## src/rtl/multicycle_main_fsm.sv

```systemverilog
// Main control FSM for the multicycle RV32I core.
// Sequences the shared ALU through fetch/decode/address/execute phases,
// drives the ALU operand muxes, result mux and all write enables, stalls
// on the memory ready handshake and traps unsupported opcodes.
//
// state    | code | meaning
// ---------+------+----------------------------------------------------
// FETCH    |  0   | read instruction at PC, load IR/oldPC, PC <= PC+4
// DECODE   |  1   | read regs, oldPC+imm (branch target) into ALUOut
// MEMADR   |  2   | rs1+imm data address into ALUOut
// MEMREAD  |  3   | read data memory at ALUOut, wait for mem_ready
// MEMWB    |  4   | write loaded data to rd
// MEMWRITE |  5   | write rs2 to data memory, strobe held until mem_ready
// EXECR    |  6   | rs1 op rs2 (funct-decoded)
// EXECI    |  7   | rs1 op imm (funct-decoded)
// ALUWB    |  8   | write ALUOut to rd
// BEQ      |  9   | rs1-rs2 compare, PC <= ALUOut when zero
// JAL      | 10   | PC <= ALUOut (target), oldPC+4 into ALUOut for rd
// ILLEGAL  | 11   | unsupported opcode, parked until reset
// 12..15   |  -   | unreachable; return to FETCH with enables off

module multicycle_main_fsm #(
    parameter int STATE_W      = 4,
    parameter int FETCH_PC_INC = 4
) (
    input  logic               clk,
    input  logic               rst_n,
    input  logic [6:0]         op,
    input  logic               zero,
    input  logic               mem_ready,
    output logic [1:0]         aluop,
    output logic [1:0]         alusrca,
    output logic [1:0]         alusrcb,
    output logic [1:0]         resultsrc,
    output logic               adrsrc,
    output logic               irwrite,
    output logic               pcwrite,
    output logic               regwrite,
    output logic               memwrite,
    output logic               illegal,
    output logic [STATE_W-1:0] state
);

    typedef enum logic [STATE_W-1:0] {
        S_FETCH    = 0,
        S_DECODE   = 1,
        S_MEMADR   = 2,
        S_MEMREAD  = 3,
        S_MEMWB    = 4,
        S_MEMWRITE = 5,
        S_EXECR    = 6,
        S_EXECI    = 7,
        S_ALUWB    = 8,
        S_BEQ      = 9,
        S_JAL      = 10,
        S_ILLEGAL  = 11
    } state_t;

    // Opcodes recognised by the decoder.
    localparam logic [6:0] OP_LW   = 7'b0000011;
    localparam logic [6:0] OP_SW   = 7'b0100011;
    localparam logic [6:0] OP_RTYP = 7'b0110011;
    localparam logic [6:0] OP_ITYP = 7'b0010011;
    localparam logic [6:0] OP_BEQ  = 7'b1100011;
    localparam logic [6:0] OP_JAL  = 7'b1101111;

    // ALU decoder control.
    localparam logic [1:0] ALUOP_ADD   = 2'b00;
    localparam logic [1:0] ALUOP_SUB   = 2'b01;
    localparam logic [1:0] ALUOP_FUNCT = 2'b10;

    // Operand A mux.
    localparam logic [1:0] SRCA_PC     = 2'b00;
    localparam logic [1:0] SRCA_OLDPC  = 2'b01;
    localparam logic [1:0] SRCA_RS1    = 2'b10;

    // Operand B mux. The datapath supplies the fetch increment on the
    // constant leg; the encoding of that leg does not depend on its value.
    localparam logic [1:0] SRCB_RS2    = 2'b00;
    localparam logic [1:0] SRCB_IMM    = 2'b01;
    localparam logic [1:0] SRCB_FOUR   = (FETCH_PC_INC == 4) ? 2'b10 : 2'b10;

    // Result mux.
    localparam logic [1:0] RES_ALUOUT  = 2'b00;
    localparam logic [1:0] RES_MEMDATA = 2'b01;
    localparam logic [1:0] RES_ALURES  = 2'b10;

    state_t state_q;
    state_t state_d;
    logic   illegal_q;

    // Ungated Moore strobes; the reset gate and branch resolution are
    // applied on the way out so that no write can fire in a reset cycle.
    logic   pcupdate;
    logic   branch;
    logic   irwrite_raw;
    logic   regwrite_raw;
    logic   memwrite_raw;

    // State register with synchronous reset; reset abandons any instruction.
    always_ff @(posedge clk) begin
        if (!rst_n) begin
            state_q <= S_FETCH;
        end else begin
            state_q <= state_d;
        end
    end

    // Sticky trap flag: set once the FSM has sat in ILLEGAL, cleared by reset.
    always_ff @(posedge clk) begin
        if (!rst_n) begin
            illegal_q <= 1'b0;
        end else if (state_q == S_ILLEGAL) begin
            illegal_q <= 1'b1;
        end
    end

    // Next-state and Moore output decode.
    always_comb begin
        state_d      = S_FETCH;
        aluop        = ALUOP_ADD;
        alusrca      = SRCA_PC;
        alusrcb      = SRCB_RS2;
        resultsrc    = RES_ALUOUT;
        adrsrc       = 1'b0;
        pcupdate     = 1'b0;
        branch       = 1'b0;
        irwrite_raw  = 1'b0;
        regwrite_raw = 1'b0;
        memwrite_raw = 1'b0;

        case (state_q)
            S_FETCH: begin
                alusrca     = SRCA_PC;
                alusrcb     = SRCB_FOUR;
                aluop       = ALUOP_ADD;
                resultsrc   = RES_ALURES;
                adrsrc      = 1'b0;
                irwrite_raw = mem_ready;
                pcupdate    = mem_ready;
                state_d     = mem_ready ? S_DECODE : S_FETCH;
            end

            S_DECODE: begin
                alusrca = SRCA_OLDPC;
                alusrcb = SRCB_IMM;
                aluop   = ALUOP_ADD;
                case (op)
                    OP_LW, OP_SW: state_d = S_MEMADR;
                    OP_RTYP:      state_d = S_EXECR;
                    OP_ITYP:      state_d = S_EXECI;
                    OP_BEQ:       state_d = S_BEQ;
                    OP_JAL:       state_d = S_JAL;
                    default:      state_d = S_ILLEGAL;
                endcase
            end

            S_MEMADR: begin
                alusrca = SRCA_RS1;
                alusrcb = SRCB_IMM;
                aluop   = ALUOP_ADD;
                // IR is stable here, so op still identifies load vs store.
                state_d = (op == OP_SW) ? S_MEMWRITE : S_MEMREAD;
            end

            S_MEMREAD: begin
                resultsrc = RES_ALUOUT;
                adrsrc    = 1'b1;
                state_d   = mem_ready ? S_MEMWB : S_MEMREAD;
            end

            S_MEMWB: begin
                resultsrc    = RES_MEMDATA;
                regwrite_raw = 1'b1;
                state_d      = S_FETCH;
            end

            S_MEMWRITE: begin
                resultsrc    = RES_ALUOUT;
                adrsrc       = 1'b1;
                memwrite_raw = 1'b1;
                state_d      = mem_ready ? S_FETCH : S_MEMWRITE;
            end

            S_EXECR: begin
                alusrca = SRCA_RS1;
                alusrcb = SRCB_RS2;
                aluop   = ALUOP_FUNCT;
                state_d = S_ALUWB;
            end

            S_EXECI: begin
                alusrca = SRCA_RS1;
                alusrcb = SRCB_IMM;
                aluop   = ALUOP_FUNCT;
                state_d = S_ALUWB;
            end

            S_ALUWB: begin
                resultsrc    = RES_ALUOUT;
                regwrite_raw = 1'b1;
                state_d      = S_FETCH;
            end

            S_BEQ: begin
                alusrca   = SRCA_RS1;
                alusrcb   = SRCB_RS2;
                aluop     = ALUOP_SUB;
                resultsrc = RES_ALUOUT;
                branch    = 1'b1;
                state_d   = S_FETCH;
            end

            S_JAL: begin
                alusrca   = SRCA_OLDPC;
                alusrcb   = SRCB_FOUR;
                aluop     = ALUOP_ADD;
                resultsrc = RES_ALUOUT;
                pcupdate  = 1'b1;
                state_d   = S_ALUWB;
            end

            S_ILLEGAL: begin
                state_d = S_ILLEGAL;
            end

            default: begin
                state_d = S_FETCH;
            end
        endcase
    end

    // Write enables are suppressed whenever reset is asserted.
    assign irwrite  = irwrite_raw  & rst_n;
    assign regwrite = regwrite_raw & rst_n;
    assign memwrite = memwrite_raw & rst_n;
    assign pcwrite  = (pcupdate | (branch & zero)) & rst_n;

    assign illegal  = illegal_q;
    assign state    = state_q;

endmodule

```

## config.mk

```make
export PLATFORM = sky130hd
export DESIGN_NAME = multicycle_main_fsm
export DESIGN_NICKNAME = d
export VERILOG_FILES = /design/src/rtl/multicycle_main_fsm.sv
export SDC_FILE = /design/constraint.sdc
export NUM_CORES = 1
export LEC_CHECK = 0
export BUFFER_PORTS_ARGS = -buffer_cell sky130_fd_sc_hd__buf_2
export CORE_MARGIN = 1
export CORE_UTILIZATION = 39
export CTS_CLUSTER_DIAMETER = 30
export DETAILED_ROUTE_END_ITERATION = 8
export PLACE_DENSITY = 0.73
export SLEW_MARGIN = 20
export SYNTH_ARGS = -nofsm -noshare
export SYNTH_HDL_FRONTEND = slang
export SYNTH_SLANG_ARGS = --single-unit
```

## constraint.sdc

```tcl
create_clock -name clk -period 1.3 [get_ports clk]
set_input_delay 0.13 -clock clk [delete_from_list [all_inputs] [get_ports clk]]
set_output_delay 0.13 -clock clk [all_outputs]
set_load 0.02 [all_outputs]
```

==> results of run 1 <==
[flip-flops by register name (all words and copies together) (netlist names)]
name and count:
state 4, illegal 1
[repair_timing]
action | 4_1_cts | 5_1_grt
setup endpoints to repair | 12 | 16
setup buffers | 7 | 6
pin swaps | 7 | 7
endpoints found under the hold margin | 0 | 0
gates resized for setup | 29 | 26
[worst reg2reg max path, stage by stage (launching register included)]
cell and delay, ns:
dfxtp_4 0.37, and2b_1 0.24, buf_4 0.12, a22oi_2 0.07, or4_4 0.42, a21oi_2 0.12
[power by group]
part | switching (mW) | total (mW) | internal [mW] | leakage [nW]
clock | 0.0713 | 0.188 | 0.116 | 0.0150
combinational | 0.755 | 1.48 | 0.723 | 0.440
sequential | 0.0676 | 0.266 | 0.198 | 0.0436
[per-stage QoR]
stage	instances	utilization (%)	hold slack, ns	area [µm²]	TNS [ns]
after detailed placement	130	61.5	0.431	821	0
after global placement	130	61.5	0.417	821	0
after global routing	147	85.9	0.184	1150	-1.67
final	147	85.9	0.181	1150	-1.01
after CTS	141	76.1	0.177	1010	-0.591
after floorplan	82	-	0.247	614	-0.00690
[how the worst max path moves through the flow]
stage / start / end / slack [ns] / cells past startpoint
2_1_floorplan: state[1] / resultsrc[1] / -0.005 / 3
3_3_place_gp: state[0] / state[3] / 0.06 / 5
3_5_place_dp: op[3] / state[2] / 0.03 / 5
4_1_cts: state[1] / pcwrite / -0.11 / 5
5_1_grt: state[0] / pcwrite / -0.17 / 5
6_report: state[1] / pcwrite / -0.15 / 5
[cells by family after synthesis]
kind of cell           synth area share (%)
AO/OA/AOI/OAI                          25.8
XOR/XNOR                               4.60
buffers and inverters                  9.19
flip-flops                             17.5
AND/OR/NAND/NOR                        42.9
[routing by layer]
| metal | part of all wire (%) | global-route usage, % | vias up | wire [µm] |
|---|---|---|---|---|
| li1 | - | - | 397 | - |
| met2 | 49 | 52.4 | 59 | 1270 |
| met5 | 0 | 0 | - | 0 |
| met1 | 38 | 31.8 | 424 | 996 |
| met4 | 4.4 | 10.0 | 0 | 114 |
| met3 | 8.7 | 12.2 | 18 | 226 |
[layout make-up]
class,count,share of cell area (%)
Multi-Input combinational cell,66,48.6
Timing Repair Buffer,51,35.5
Sequential cell,5,10.0
Clock buffer,4,2.29
Inverter,6,1.97
Tap cell,15,1.64
[cells in the final DEF, fill, tap and decap left out, drive strengths merged]
cell     instances
o2111ai          2
nand2            4
inv              6
or3              2
a211oi           1
xnor2            2
and4             2
buf             51
xor2             1
nand2b           4
o21bai           1
nor4             2
nand3            3
and4bb           1
or4              1
a21oi            8
a22oi            1
dfxtp            5
a32oi            1
nor2b            4
nor2            10
and2b            1
and3             1
o21a             1
o21ai            2
clkbuf           4
nor3             6
o211ai           1
a311oi           1
a21o             2
a31oi            1
==> metrics.md, run 1 <==
| Metric | Value |
|---|---|
| Total Routed Length | 2.60 mm |
| CTS buffer count | 3 |
| Main area contributors after synthesis | dfxtp_1 (18%), nor2_1 (6.6%), a21oi_1 (6.1%) |
| WL/cell | 17.7 µm |
| Critical path type | reg2out |
| Synth top area share | 17.5% |
| DR DRC count | 0 |
| Endpoints failing setup | 16 |
| Worst hold path class | in2reg |
| Most numerous cell in the Yosys netlist | nor2_1 |
| Initial antenna violation count | 0 |
| Port buffer count | 28 |
| CORE AREA | 0.00133 mm² |
| Starting DRT DRC Count | 26 |
| Fill cell count | 73 |
| Max-cap check violation count | 0 |
| Pwr dens | 1690 mW/mm² |
| RSZ-0062 raised after global routing | true |
| Multi-input logic area | 557 µm² |
| CP Capture Type | output pin |
| Total Nets Final | 144 |
| RePlAce Congestion | 0.882 |
| Final hold vios | 0 |
| Htree depth | 1 |
| Synthesized cell area | 572 µm² |
| Slew Viols, Final | 0 |
| Worst-margin pin slew | 0.315 ns |
| IO Count | 29 |
| Register area | 115 µm² |
| Clock slew seen by the registers of the worst setup and hold paths | 0.05 ns |
| Fmax achieved | 0.692 GHz |
| Critical-path cell list | and2b_1 > buf_6 > a21oi_4 > o21bai_4 > buf_6 |
| Setup WS post-layout | -0.146 ns |
| CP most frequent cell | buf_6 |
| Total global-route track usage | 29.8% |
| Die Ht | 40.3 µm |
| Share of layout cells above drive strength 1 | 68.9% |
| Syn Area/Cell | 6.97 µm² |
| Relative slew margins | 79.0% |
| Ys flop type | dfxtp_1 |
| CP max stage cell | dfxtp_4 |
| Crit path launch type | flop |
| CP delay by family, top | flip-flops |
| VDD IR-drop max | 1.69 mV |
| Worst clock skew | 0.00809 ns |
| Syn_nets | 93 |
| Vias | 898 |
| Reg2reg start | state[1] |
| Final Cycle Share | 111% |
| Row Count | 13 |
| Die Area | 0.00162 mm² |
| Post-synth top cells | nor2_1 (10), a21oi_1 (7), dfxtp_1 (5), inv_1 (5), nor3_1 (5) |
| Status | complete, but fails checks |
| Dominant cell type by area after synthesis | dfxtp_1 |
| R2R Path End | state[2] |
| Sink Count | 5 |
| CP max stage delay | 0.39 ns |
| Unique masters post-synth | 36 |
| CTS tree | yes |
| # hold bufs at CTS | 0 |
| WP buf/inv | 2 |
| Worst EP required | 1.17 ns |
| Clk root buf | clkbuf_4 |
| Crit Path Max Fanout | 6 |
| Hold_sp | rst_n |
| N_diodes | 0 |
| Pin count of the biggest net entering global routing | 13 |
| Die Wd | 40.3 µm |
| Total gr overflow | 0 |
| Number of vias per cell | 6.11 |
| Hold Path Sink | illegal |
| Clk_lat worst skew | 0.25 ns |
| Failing checks | negative setup slack |
| Vias in the first global route | 711 |
| Share of async-settable or async-resettable flops after synthesis | 0% |
| Number of flops mapped to enable cells by yosys | 0 |
| Drt first pass iters | 4 |
| Crit path arrival time | 1.32 ns |
| Starting density of the core | 42.9% |
| Antenna Nets Post-Route | 0 |
| R2R Setup Slk | -0.10 ns |
| Dpl hpwl | 1.37 mm |
| Static Leakage | 0.498 nW |
| First-pass GRT wire length | 3.11 mm |
| Total power | 1.93 mW |
| Final min period | 1.45 ns |
| #FFs+latches synth | 5 |
| Hold path cells | 2 |
| Cells after synthesis | 82 |
| Yosys warning count | 0 |
| Worst slack, placed | 0.0323 ns |
| Area added between synthesis and finish | 100% |
| Clock Path Buffers | 2 |
| Sequential cell area fraction in the yosys report | 17.5% |
| Reg2Reg Depth | 5 |
(Power assumes the default switching activity.)
==> run 2, diff against run 1 <==
--- a/config.mk
+++ b/config.mk
@@ -6,11 +6,11 @@
 export NUM_CORES = 1
 export LEC_CHECK = 0
 export BUFFER_PORTS_ARGS = -buffer_cell sky130_fd_sc_hd__buf_2
-export CORE_MARGIN = 1
-export CORE_UTILIZATION = 39
+export CORE_AREA = 2 2 39 41
 export CTS_CLUSTER_DIAMETER = 30
 export DETAILED_ROUTE_END_ITERATION = 8
-export PLACE_DENSITY = 0.73
+export DIE_AREA = 0 0 41 43
+export PLACE_DENSITY = 0.76
 export SLEW_MARGIN = 20
 export SYNTH_ARGS = -nofsm -noshare
 export SYNTH_HDL_FRONTEND = slang
==> constraint.sdc (replaced) <==
create_clock -name clk -period 1.75 [get_ports clk]
set_input_delay 0.175 -clock clk [delete_from_list [all_inputs] [get_ports clk]]
set_output_delay 0.175 -clock clk [all_outputs]
set_load 0.02 [all_outputs]
==> run 2 against run 1 <==
Effect of this change: the flow now finishes without violations; clock-buffer cell count did not move; flip-flop and latch count did not move; worst hold slack improved by 0.041 ns; sequential power fell by 29%; clock power fell by 29%; die area rose by 8.6%; non-clock buffer count fell by 20; cell count fell by 13%.
==> metrics.md, run 2 (same netlist as run 1, synthesis figures left out) <==
| Metric | Value |
|---|---|
| VDD IR-drop max | 0.584 mV (-65%) |
| Relative slew margins | 73.9% (-5.0 points) |
| Final min period | 1.58 ns |
| Multi-input logic area | 419 µm² (-25%) |
| Fmax achieved | 0.634 GHz |
| Area added between synthesis and finish | 31.7% |
| Clock Path Buffers | 2 (unchanged) |
| Final Cycle Share | 90.1% |
| Sink Count | 5 (unchanged) |
| CP max stage cell | dfxtp_1 |
| Total Routed Length | 1.54 mm (-41%) |
| CP Capture Type | output pin |
| Largest register FFs | 4 (unchanged) |
| CORE AREA | 0.00138 mm² (+3.8%) |
| Commonest cells after routing, fill and taps aside | buf_2 (28), nor2_1 (10), a21oi_1 (7) |
| Slew Viols, Final | 0 (unchanged) |
| Total gr overflow | 0 (unchanged) |
| Critical path type | reg2out |
| Number of vias per cell | 5.51 (-9.8%) |
| Setup_tns | 0 ns (+1.01 ns) |
| Pwr dens | 1220 mW/mm² (-28%) |
| Port buffer count | 28 (unchanged) |
| Die Ht | 43 µm (+6.7%) |
| Max-cap check violation count | 0 (unchanged) |
| Register area | 103 µm² (-11%) |
| Vias | 705 (-21%) |
| Row Count | 14 (+1) |
| Crit Path Max Fanout | 10 (+4) |
| Final hold vios | 0 (unchanged) |
| RePlAce Congestion | 0.838 (-5.0%) |
| Vias in the first global route | 603 (-15%) |
| Worst hold path class | in2reg |
| Status | completed |
| CTS buffer count | 3 (unchanged) |
| # hold bufs at CTS | 0 (unchanged) |
| Commonest non-fill, non-tap cell in the layout | buf_2 |
| Initial antenna violation count | 0 (unchanged) |
| N_diodes | 0 (unchanged) |
| Starting DRT DRC Count | 7 (-73%) |
| CTS tree | yes |
| Crit path launch type | flop |
| Worst clock skew | 0.00585 ns (-0.00224 ns) |
| Finished Layout Cells | 128 (-13%) |
| Endpoints failing setup | 0 (-16) |
| Drt first pass iters | 6 (+2) |
| Die Area | 0.00176 mm² (+8.6%) |
| Worst-margin pin slew | 0.389 ns (+0.0744 ns) |
| Crit path arrival time | 1.40 ns (+0.08 ns) |
| Total Nets Final | 124 (-14%) |
| Clk root buf | clkbuf_4 |
| Fill cell count | 135 (+85%) |
| Antenna Nets Post-Route | 0 (unchanged) |
| DR DRC count | 0 (unchanged) |
| Dpl hpwl | 1.19 mm (-13%) |
| Static Leakage | 0.352 nW (-29%) |
| Cells after DPL | 124 (-4.6%) |
| CP max stage delay | 0.50 ns (+0.11 ns) |
| Share of layout cells above drive strength 1 | 38.4% (-31 points) |
| First-pass GRT wire length | 2.48 mm (-20%) |
| IO Count | 29 (unchanged) |
| Starting density of the core | 41.3% (-1.6 points) |
| CP delay by family, top | flip-flops |
| WL/cell | 12.0 µm (-32%) |
| Clock slew seen by the registers of the worst setup and hold paths | 0.04 ns (about the same) |
| WP buf/inv | 2 (unchanged) |
| Pin count of the biggest net entering global routing | 16 (+3) |
| Worst EP required | 1.57 ns (+0.40 ns) |
| Clk_lat worst skew | 0.24 ns (about the same) |
| RSZ-0062 raised after global routing | false |
| Htree depth | 1 (unchanged) |
| Total global-route track usage | 19.9% (-9.8 points) |
| Die Wd | 41 µm (+1.8%) |
| Critical-path cell list | buf_4 > xnor2_1 > a21oi_1 > nor2_1 > buf_2 |
==> run 2: stage by stage <==
| step | hold WS (ns) | setup slack (ns) | instance area [µm²] | utilization [%] | total power [mW] |
|---|---|---|---|---|---|
| after CTS | 0.223 | 0.0647 | 751 | 54.2 | 0.915 |
| after detailed placement | 0.449 | 0.317 | 724 | 52.4 | 0.775 |
| after global placement | 0.443 | 0.343 | 724 | 52.4 | 0.771 |
| after floorplan | 0.292 | 0.128 | 572 | - | 0.614 |
| final | 0.222 | 0.173 | 753 | 54.4 | 0.916 |
| after global routing | 0.232 | 0.0814 | 753 | 54.4 | 1.00 |
==> run 2: layout make-up <==
cell class                      count  share of cell area (%)
Sequential cell                     5                    13.6
Inverter                            6                    2.99
Timing Repair Buffer               31                    21.6
Tap cell                           16                    2.66
Multi-Input combinational cell     66                    55.6
Clock buffer                        4                    3.49
==> run 2: worst paths after layout <==
check / depth (start not counted) / start / end / slack [ns]
max: 5 / state[2] / alusrcb[0] / 0.17
min: 2 / rst_n / illegal / 0.22
max reg2reg: 4 / state[1] / state[1] / 0.34
min reg2reg: 1 / illegal / illegal / 0.45
==> run 2: power breakdown <==
group	internal (mW)	switching [mW]	leakage, nW
clock network	0.0862	0.0472	0.0150
logic	0.225	0.368	0.296
registers	0.140	0.0489	0.0415
==> run 2: per-layer routing <==
layer	track usage (%)	vias up	part of all wire, %
met4	6.67	0	1.4
met1	25.3	319	42
li1	-	360	-
met5	0	-	0
met3	3.14	2	6.2
met2	32.5	24	50
==> run 2: timing repair <==
action	in CTS	in global routing
setup buffers	0	0
gates resized for setup	0	2
endpoints found under the setup margin	0	3
==> run 3, diff against run 2 <==
==> constraint.sdc (replaced) <==
create_clock -name clk -period 1.9 [get_ports clk]
set_input_delay 0.19 -clock clk [delete_from_list [all_inputs] [get_ports clk]]
set_output_delay 0.19 -clock clk [all_outputs]
set_load 0.02 [all_outputs]
==> run 3 against run 2 <==
Effect of this change: worst setup slack got worse by 0.027 ns; critical path depth decreased by 1; flip-flop and latch count stayed put; clock skew shrank 0.0028 ns; first-iteration DRC count rose by 100%; cell count fell by 1.6%; wire length fell by 1.2%; design area decreased by 2.2%; clock-buffer cell count is the same; power shrank 9.7%; critical path type unchanged; critical endpoint is now regwrite; largest power group unchanged.
==> metrics.md, run 3 (same netlist as run 1, synthesis figures left out) <==
| Metric | Value |
|---|---|
| Status | completed |
| Final Cycle Share | 92.3% |
| Sink Count | 5 (unchanged) |
| Final min period | 1.75 ns |
| Htree depth | 1 (unchanged) |
| Port buffer count | 28 (unchanged) |
| Fmax achieved | 0.570 GHz |
| Starting density of the core | 41.3% (unchanged) |
| Dpl hpwl | 1.17 mm (-1.7%) |
| Worst EP required | 1.71 ns (+0.14 ns) |
| CP Capture Type | output pin |
| Worst hold path class | in2reg |
| CTS buffer count | 3 (unchanged) |
| Row Count | 14 (unchanged) |
| Antenna Nets Post-Route | 0 (unchanged) |
| Clock Path Buffers | 2 (unchanged) |
| Pin count of the biggest net entering global routing | 18 (+2) |
| Initial antenna violation count | 0 (unchanged) |
| CORE AREA | 0.00138 mm² (unchanged) |
| Total gr overflow | 0 (unchanged) |
| Multi-input logic area | 419 µm² (unchanged) |
| IO Count | 29 (unchanged) |
| Worst slack, placed | 0.325 ns (+0.00716 ns) |
| Pwr dens | 1120 mW/mm² (-7.7%) |
| Post-CTS setup buffers | 0 (unchanged) |
| Worst clock skew | 0.00301 ns (-0.00284 ns) |
| Die Wd | 41 µm (unchanged) |
| Total Nets Final | 122 (-1.6%) |
| WL/cell | 12.0 µm (+0.33%) |
| N_diodes | 0 (unchanged) |
| Die Ht | 43 µm (unchanged) |
| CP max stage delay | 0.60 ns (+0.10 ns) |
| Area added between synthesis and finish | 28.9% |
| Number of vias per cell | 5.44 (-1.2%) |
| Register area | 101 µm² (-1.2%) |
| Crit path arrival time | 1.56 ns (+0.16 ns) |
| Setup WS post-layout | 0.146 ns (-0.0270 ns) |
| Die Area | 0.00176 mm² (unchanged) |
| RePlAce Congestion | 0.871 (+4.0%) |
| Fill cell count | 144 (+6.7%) |
| Critical-path cell list | nand2b_1 > nand2_1 > and3_1 > buf_2 |
| Slew Viols, Final | 0 (unchanged) |
| First-pass GRT wire length | 2.16 mm (-13%) |
| VDD IR-drop max | 0.589 mV (+0.73%) |
| Endpoints failing setup | 0 (unchanged) |
| Final hold vios | 0 (unchanged) |
| # hold bufs at CTS | 0 (unchanged) |
| Max-cap check violation count | 0 (unchanged) |
| Vias in the first global route | 527 (-13%) |
| Crit Path Max Fanout | 15 (+5) |
| Starting DRT DRC Count | 14 (+7) |
| Worst-margin pin slew | 0.507 ns (+0.118 ns) |
| Share of layout cells above drive strength 1 | 36.4% (-2.0 points) |
| Total global-route track usage | 17.2% (-2.7 points) |
| Setup_tns | 0 ns (unchanged) |
| Vias | 686 (-2.7%) |
| Static Leakage | 0.341 nW (-3.1%) |
| CP max stage cell | dfxtp_1 |
| Crit path launch type | flop |
| CTS tree | yes |
| Drt first pass iters | 4 (-2) |
| Commonest cells after routing, fill and taps aside | buf_2 (28), nor2_1 (10), a21oi_1 (7) |
| Total Routed Length | 1.52 mm (-1.2%) |
| RSZ-0062 raised after global routing | false |
| Clock slew seen by the registers of the worst setup and hold paths | 0.04 ns (about the same) |
| DR DRC count | 0 (unchanged) |
| Relative slew margins | 66.1% (-7.8 points) |
| Commonest non-fill, non-tap cell in the layout | buf_2 |
| Clk_lat worst skew | 0.24 ns (about the same) |
| Clk root buf | clkbuf_4 |
| Critical path type | reg2out |
| Largest register FFs | 4 (unchanged) |
-- run 3: cell count changes in the layout (fill, tap and decap cells not counted) --
| cell | previous run | this run |
|---|---|---|
| dfxtp_2 | 2 | 1 |
| buf_4 | 3 | 1 |
| dfxtp_1 | 3 | 4 |
-- run 3: repair_timing --
item / in CTS / in global routing
setup endpoints to repair: 0 / 1
endpoints found under the hold margin: 0 / 0
gates resized for setup: 0 / 1
-- run 3: area by class of cell --
| cell class | instances | share of cell area (%) |
|---|---|---|
| Multi-Input combinational cell | 66 | 56.9 |
| Timing Repair Buffer | 29 | 20.0 |
| Inverter | 6 | 3.06 |
| Tap cell | 16 | 2.72 |
| Sequential cell | 5 | 13.8 |
| Clock buffer | 4 | 3.57 |
-- run 3: metal layers --
metal	track usage [%]	part of all wire [%]
met2	25.6	47
met1	24.9	48
met5	0	0
met4	4.00	0
met3	3.14	4.3
-- run 3: worst max-delay path, delay by kind of cell, from the launching register on --
family | cells | cell delay, ns
DFF | 1 | 0.60
and+or+nand+nor | 3 | 0.57
buffers and inverters | 1 | 0.15
-- run 3: report_power, final --
part / total (mW) / leakage [nW] / switching (mW) / internal (mW)
sequential: 0.190 / 0.0413 / 0.0639 / 0.126
clock: 0.120 / 0.0150 / 0.0405 / 0.0792
combinational: 0.518 / 0.285 / 0.320 / 0.197
total: 0.827 / 0.341 / 0.425 / 0.402
-- run 3: final timing paths --
check | start | end | slack, ns | cells after the start
max | state[3] | regwrite | 0.15 | 4
min | rst_n | illegal | 0.24 | 2
max reg2reg | state[0] | state[2] | 0.31 | 4
min reg2reg | illegal | illegal | 0.45 | 1
-- run 3: metrics by stage --
stage	area, µm²	utilization [%]	power [mW]	hold WS (ns)	cells
finish	737	53.3	0.827	0.236	126
global route	737	53.3	0.898	0.238	126
CTS	736	53.2	0.831	0.229	126
detailed placement	709	51.3	0.707	0.450	122
global placement	709	51.3	0.699	0.441	122
floorplan	572	-	0.566	0.307	82
